[src/rtl/jstk_pkg.sv]
// jstk_pkg: shared types and constants for the PmodJSTK-emulating SPI responder.
//   state_t            responder frame state
//   CMD_LED_PREFIX     upper six bits of a byte-0 LED command
//   LOOPBACK_SEED      first tx byte when JSTK_LOOPBACK_EN is defined
//   DEFAULT_NUM_BYTES  bytes per joystick poll frame
//   joystick_byte()    maps a frame byte index to its joystick payload byte
package jstk_pkg;

  typedef enum logic [1:0] {
    IDLE,
    SHIFT,
    DONE
  } state_t;

  localparam logic [5:0]  CMD_LED_PREFIX    = 6'b100000;
  localparam logic [7:0]  LOOPBACK_SEED     = 8'hA5;
  localparam int unsigned DEFAULT_NUM_BYTES = 5;

  function automatic logic [7:0] joystick_byte(input logic [7:0] idx,
                                               input logic [9:0] x,
                                               input logic [9:0] y,
                                               input logic [2:0] btn);
    logic [7:0] b;
    case (idx)
      8'd0:    b = x[7:0];
      8'd1:    b = {6'b0, x[9:8]};
      8'd2:    b = y[7:0];
      8'd3:    b = {6'b0, y[9:8]};
      8'd4:    b = {5'b0, btn};
      default: b = 8'h00;
    endcase
    return b;
  endfunction

endpackage

[src/rtl/spi_input_sync.sv]
// spi_input_sync: multi-flop synchronizer plus registered rise/fall detector
// for one asynchronous SPI pin.
//   clk    system clock
//   rst    synchronous active-high reset (edge register and pulses only)
//   din    asynchronous pin
//   level  synchronized pin level
//   rise   one-cycle pulse after a synchronized 0->1 transition
//   fall   one-cycle pulse after a synchronized 1->0 transition
// The synchronizer chain itself is not reset, so it tracks the pin while
// reset is held; the edge register resets to RESET_VAL.
module spi_input_sync #(
  parameter int unsigned SYNC_STAGES = 2,
  parameter logic        RESET_VAL   = 1'b0
) (
  input  logic clk,
  input  logic rst,
  input  logic din,
  output logic level,
  output logic rise,
  output logic fall
);

  logic [SYNC_STAGES-1:0] chain;
  logic                   prev;

  always_ff @(posedge clk) begin
    chain <= {chain[SYNC_STAGES-2:0], din};
  end

  assign level = chain[SYNC_STAGES-1];

  always_ff @(posedge clk) begin
    if (rst) begin
      prev <= RESET_VAL;
      rise <= 1'b0;
      fall <= 1'b0;
    end else begin
      prev <= level;
      rise <= level & ~prev;
      fall <= ~level & prev;
    end
  end

endmodule

[src/rtl/jstk_spi_responder.sv]
// jstk_spi_responder: SPI mode-0 slave answering a 5-byte PmodJSTK poll.
//   ClkPort     system clock            Reset       sync active-high reset
//   SS/SCLK/MOSI  SPI inputs from master (oversampled on ClkPort)
//   MISO        slave data out, MSB first
//   x_pos/y_pos/buttons  joystick sources, snapshotted at SS fall
//   rx_byte/rx_valid     last complete MOSI byte and its update pulse
//   led_cmd     LED bits from a byte-0 command {100000,led[1:0]}
//   frame_done  pulse when SS rises after a complete frame
//   busy        high while not idle
// Build option JSTK_LOOPBACK_EN: tx byte 0 = 8'hA5, tx byte n = byte n-1
// received; joystick inputs are then unused.
module jstk_spi_responder
  import jstk_pkg::*;
#(
  parameter int unsigned SYNC_STAGES = 2,
  parameter int unsigned NUM_BYTES   = DEFAULT_NUM_BYTES
) (
  input  logic       ClkPort,
  input  logic       Reset,
  input  logic       SS,
  input  logic       SCLK,
  input  logic       MOSI,
  output logic       MISO,
  input  logic [9:0] x_pos,
  input  logic [9:0] y_pos,
  input  logic [2:0] buttons,
  output logic [7:0] rx_byte,
  output logic       rx_valid,
  output logic [1:0] led_cmd,
  output logic       frame_done,
  output logic       busy
);

  localparam logic [7:0] LAST_BYTE = 8'(NUM_BYTES - 1);

  logic ss_level, ss_rise, ss_fall;
  logic sclk_rise, sclk_fall, unused_sclk_level;
  logic mosi_level, unused_mosi_rise, unused_mosi_fall;

  spi_input_sync #(.SYNC_STAGES(SYNC_STAGES), .RESET_VAL(1'b1)) u_ss_sync (
    .clk(ClkPort), .rst(Reset), .din(SS),
    .level(ss_level), .rise(ss_rise), .fall(ss_fall)
  );

  spi_input_sync #(.SYNC_STAGES(SYNC_STAGES), .RESET_VAL(1'b0)) u_sclk_sync (
    .clk(ClkPort), .rst(Reset), .din(SCLK),
    .level(unused_sclk_level), .rise(sclk_rise), .fall(sclk_fall)
  );

  spi_input_sync #(.SYNC_STAGES(SYNC_STAGES), .RESET_VAL(1'b0)) u_mosi_sync (
    .clk(ClkPort), .rst(Reset), .din(MOSI),
    .level(mosi_level), .rise(unused_mosi_rise), .fall(unused_mosi_fall)
  );

  state_t     state, state_next;
  logic [2:0] bit_cnt;
  logic [7:0] byte_cnt;
  logic [7:0] rx_sr;
  logic [7:0] rx_next;
  logic [7:0] tx_cur;
  logic [7:0] first_byte;
  logic       armed;
  logic       start;

`ifndef JSTK_LOOPBACK_EN
  logic [9:0] snap_x;
  logic [9:0] snap_y;
  logic [2:0] snap_btn;
`else
  logic unused_inputs;
  assign unused_inputs = ^{x_pos, y_pos, buttons};
`endif

  // SS must be seen high after reset before a fall may open a frame, so SS
  // held low across reset cannot start one.
  assign start   = ss_fall & armed;
  assign rx_next = {rx_sr[6:0], mosi_level};
  assign busy    = (state != IDLE);

  always_comb begin
`ifdef JSTK_LOOPBACK_EN
    first_byte = LOOPBACK_SEED;
    tx_cur     = (byte_cnt == 8'd0) ? LOOPBACK_SEED : rx_byte;
`else
    first_byte = x_pos[7:0];
    tx_cur     = joystick_byte(byte_cnt, snap_x, snap_y, snap_btn);
`endif
  end

  always_ff @(posedge ClkPort) begin
    if (Reset) state <= IDLE;
    else       state <= state_next;
  end

  // SS rise takes priority over any SCLK edge seen in the same cycle.
  always_comb begin
    state_next = state;
    case (state)
      IDLE:  if (start) state_next = SHIFT;
      SHIFT: begin
        if (ss_rise)
          state_next = IDLE;
        else if (sclk_rise && bit_cnt == 3'd7 && byte_cnt == LAST_BYTE)
          state_next = DONE;
      end
      DONE:  if (ss_rise) state_next = IDLE;
      default: state_next = IDLE;
    endcase
  end

  always_ff @(posedge ClkPort) begin
    if (Reset) begin
      MISO       <= 1'b0;
      rx_byte    <= '0;
      rx_valid   <= 1'b0;
      led_cmd    <= '0;
      frame_done <= 1'b0;
      bit_cnt    <= '0;
      byte_cnt   <= '0;
      rx_sr      <= '0;
      armed      <= 1'b0;
`ifndef JSTK_LOOPBACK_EN
      snap_x     <= '0;
      snap_y     <= '0;
      snap_btn   <= '0;
`endif
    end else begin
      rx_valid   <= 1'b0;
      frame_done <= 1'b0;
      if (ss_level) armed <= 1'b1;
      case (state)
        IDLE: begin
          if (start) begin
`ifndef JSTK_LOOPBACK_EN
            snap_x   <= x_pos;
            snap_y   <= y_pos;
            snap_btn <= buttons;
`endif
            bit_cnt  <= '0;
            byte_cnt <= '0;
            rx_sr    <= '0;
            MISO     <= first_byte[7];
          end
        end
        SHIFT: begin
          if (ss_rise) begin
            MISO <= 1'b0;
          end else if (sclk_rise) begin
            rx_sr <= rx_next;
            if (bit_cnt == 3'd7) begin
              bit_cnt  <= '0;
              byte_cnt <= byte_cnt + 8'd1;
              rx_byte  <= rx_next;
              rx_valid <= 1'b1;
              if (byte_cnt == 8'd0 && rx_next[7:2] == CMD_LED_PREFIX)
                led_cmd <= rx_next[1:0];
              if (byte_cnt == LAST_BYTE)
                MISO <= 1'b0;
            end else begin
              bit_cnt <= bit_cnt + 3'd1;
            end
          end else if (sclk_fall) begin
            // bit_cnt == 0 here means a byte just completed and byte_cnt
            // already points at the next tx byte, so its MSB goes out.
            MISO <= tx_cur[3'd7 - bit_cnt];
          end
        end
        DONE: begin
          MISO <= 1'b0;
          if (ss_rise) frame_done <= 1'b1;
        end
        default: MISO <= 1'b0;
      endcase
    end
  end

endmodule

[config.mk]
export PLATFORM = sky130hd
export DESIGN_NAME = jstk_spi_responder
export DESIGN_NICKNAME = d
export VERILOG_FILES = /design/src/rtl/jstk_pkg.sv /design/src/rtl/spi_input_sync.sv /design/src/rtl/jstk_spi_responder.sv
export SDC_FILE = /design/constraint.sdc
export NUM_CORES = 1
export LEC_CHECK = 0
export ABC_AREA = 1
export BUFFER_PORTS_ARGS = -buffer_cell sky130_fd_sc_hd__clkbuf_2
export CORE_ASPECT_RATIO = 1.2
export CORE_MARGIN = 2
export CORE_UTILIZATION = 45
export CTS_BUF_LIST = sky130_fd_sc_hd__clkbuf_8
export CTS_CLUSTER_DIAMETER = 40
export DETAILED_ROUTE_END_ITERATION = 7
export GPL_ROUTABILITY_DRIVEN = 0
export PLACE_DENSITY = 0.65
export SYNTH_ARGS = -nofsm -noshare
export SYNTH_HDL_FRONTEND = slang
export SYNTH_SLANG_ARGS = --single-unit
export TNS_END_PERCENT = 50
[constraint.sdc]
create_clock -name ClkPort -period 5.7 [get_ports ClkPort]
set_clock_uncertainty 0.15 [all_clocks]
set_input_delay 0.855 -clock ClkPort [delete_from_list [all_inputs] [get_ports ClkPort]]
set_output_delay 0.855 -clock ClkPort [all_outputs]
set_load 0.03 [all_outputs]
==> flow_summary.yaml <==
clocking:
  clock_sinks: 69
  cts_tree: "yes"
  holdBufCountCts: 0
  cts_made_buffers: 9
  cts_resized: 0
  root_buffer: "clkbuf_8"
  htreeDepth: 3
  clock_latency_ns: 0.34
  ctsLongestPathBuffers: 2
  clk_pin_slew_worst_paths_ns: 0.07
  post_cts_buffers: 0
pwr:
  finalPower_w: 0.000995
  leakage_nw: 1.46
  power_per_cell_area_mw_per_mm2: 297
  max-vdd-ir-drop_v: 0.000204
timing:
  fin_crit_sh_pct: 43.5
  fin_crit_ns: 2.48
  tightest_slew_ns: 1.07
  finalMaxSlewViolations: 0
  timing.hold.ws_ns: 0.179
  rsz0062_at_grt: "no"
  slew_headroom_pct: 28.7
  fmax_ghz: 0.403
  setup_viol: 0
  finalSetupTns_ns: 0
  hold_violations: 0
die:
  num_rows: 31
  dieHeight_um: 91.8
  core-area_sq_mm: 0.00613
  die_x_um: 77.1
  num_io_pins: 42
  start_util_pct: 47.1
  die_area_sq_mm: 0.00708
synthesis:
  synth_nets: 414
  synthCells: 380
  yosys_register_bits: 69
  ys_seq_area_share_pct: 47.8
  ys_warn_count: 0
  syn_area_per_cell_sq_um: 7.60
  ys_types: 32
  synth_area_sq_mm: 0.00289
placement:
  place_inst: 490
  post_dp_cell_area_sq_mm: 0.00314
  dpl.hpwl_mm: 4.32
  port_buffers: 41
grt:
  overflow: 0
  track_usage_pct: 19.2
  grt_pass1_vias: 2366
  antenna_found_initial: 0
  grt_max_degree: 42
  grt_pass1_wl_mm: 10.9
min_path:
  hold_class: "reg2reg"
  hold_depth: 0
  min_from: "u_ss_sync.chain[0]"
  hold_path_end: "u_ss_sync.chain[1]"
critical_path:
  r2r_cells: 6
  worstPathArrival_ns: 2.56
  endpoint_kind: "flop"
  critPathLaunchType: "flop"
  path_max_fanout: 27
  criticalPathCategory: "reg2reg"
  reg2reg_from: "state[0]"
  critical_path_required_ns: 5.78
  r2r_end: "byte_cnt[4]"
  reg2reg_setup_slack_ns: 3.22
cells_and_area:
  final_cell_mix: "nor2_1 (72), dfxtp_1 (69), nand2_1 (51)"
  layout_commonest_cell: "nor2_1"
  fin_nets: 453
  stdcell_count: 505
  post_route_cells_drive_above_1_share_pct: 17.0
  n_antenna_cell: 0
  stdcell_area_sq_mm: 0.00335
  syn2layout_area_growth_pct: 16.1
route:
  routed_wl_mm: 6.15
  num_vias: 2523
  ant_nets: 0
  avgRoutedWirePerCell_um: 12.2
  drt_iter0_markers: 112
  drc: 0
  via_per_inst: 5.00
  firstDrtPassIters: 4
outcome:
  status: "completed"
flow_run:
  max_cap_viol_count: 0
registers in the layout, summed over array words and instances, names as in the netlist, 3 cells and up:
name / cells
rx_sr: 7
byte_cnt: 8
snap_y: 10
snap_btn: 3
snap_x: 10
rx_byte: 8
bit_cnt: 3
stage by stage:
stage | setup WS, ns | utilization [%]
floorplan | 3.87 | -
global placement | 3.16 | 51.2
detailed placement | 3.04 | 51.2
CTS | 3.17 | 54.7
global route | 2.95 | 54.7
finish | 3.22 | 54.7
worst max-delay path: stages, from the launching register on:
cell	delay, ns
dfxtp_1	0.34
nor2_2	0.20
nand3_2	0.47
inv_1	0.75
nor2_1	0.22
inv_1	0.18
nor3_1	0.08
area by class of cell:
| class | instances | area, sq um |
|---|---|---|
| Timing Repair Buffer | 41 | 205 |
| Clock buffer | 9 | 124 |
| Inverter | 40 | 150 |
| Multi-Input combinational cell | 258 | 1300 |
| Clock inverter | 6 | 88.8 |
| Sequential cell | 69 | 1380 |
| Fill cell | 642 | 2780 |
| Tap cell | 82 | 103 |
cells in the mapped netlist:
| master | count | area (sq um) |
|---|---|---|
| buf_4 | 1 | 7.51 |
| buf_1 | 1 | 3.75 |
| nand2_1 | 51 | 191 |
| nor2_1 | 72 | 270 |
| nand2_2 | 2 | 12.5 |
| o211a_1 | 1 | 10.0 |
| nor3_1 | 5 | 25.0 |
| nor3b_1 | 1 | 7.51 |
| nand4_1 | 2 | 12.5 |
| nand3_2 | 1 | 10.0 |
| o21ai_2 | 2 | 17.5 |
| and2_4 | 1 | 8.76 |
| a21oi_2 | 1 | 8.76 |
| a21oi_1 | 29 | 145 |
| inv_1 | 39 | 146 |
| nor2_2 | 3 | 18.8 |
| buf_2 | 2 | 10.0 |
| nor2_4 | 2 | 22.5 |
| clkinv_1 | 1 | 3.75 |
| and3_1 | 1 | 6.26 |
| clkbuf_1 | 9 | 33.8 |
| dfxtp_1 | 69 | 1380 |
| nand2_4 | 2 | 22.5 |
| nor3_4 | 1 | 16.3 |
| nand3_1 | 27 | 135 |
| ha_1 | 6 | 75.1 |
| nor4_4 | 1 | 21.3 |
| xor2_1 | 1 | 8.76 |
| o22ai_1 | 1 | 6.26 |
| a211oi_1 | 9 | 67.6 |
| o21ai_0 | 35 | 175 |
| nor4_1 | 1 | 6.26 |
cell families (layout without fill, tap and decap cells):
family	after synthesis	in the layout	synth area share, %
and+or+nand+nor	173	173	27.3
xor gates and xnor gates	1	1	0.303
DFF	69	69	47.8
AOI/OAI and AO/OA	78	78	14.9
adders and majority gates	6	6	2.60
buffers and inverters	53	96	7.11
per-layer routing:
layer	GRT usage, %	up-vias	part of all wire (%)
li1	-	1324	-
met1	23.8	1130	45
met2	31.7	58	48
met3	4.82	11	5.2
met4	8.33	0	1.6
met5	0	-	0
report_power, final:
part | switching, W | internal [W] | total (W)
clock network | 0.000182 | 0.000244 | 0.000425
logic | 0.0000390 | 0.0000234 | 0.0000624
registers | 0.00000997 | 0.000497 | 0.000507
total | 0.000231 | 0.000764 | 0.000995
how the worst max path moves through the flow:
stage | startpoint | end | slack, ns | cells after the start
3_5_place_dp | Reset | rx_byte[3] | 3.04 | 4
5_1_grt | state[0] | byte_cnt[5] | 2.95 | 6
3_3_place_gp | state[0] | byte_cnt[4] | 3.16 | 6
4_1_cts | state[0] | byte_cnt[4] | 3.17 | 6
6_report | state[0] | byte_cnt[4] | 3.22 | 6
2_1_floorplan | bit_cnt[0] | byte_cnt[6] | 3.87 | 8
(Power assumes the default switching activity.)
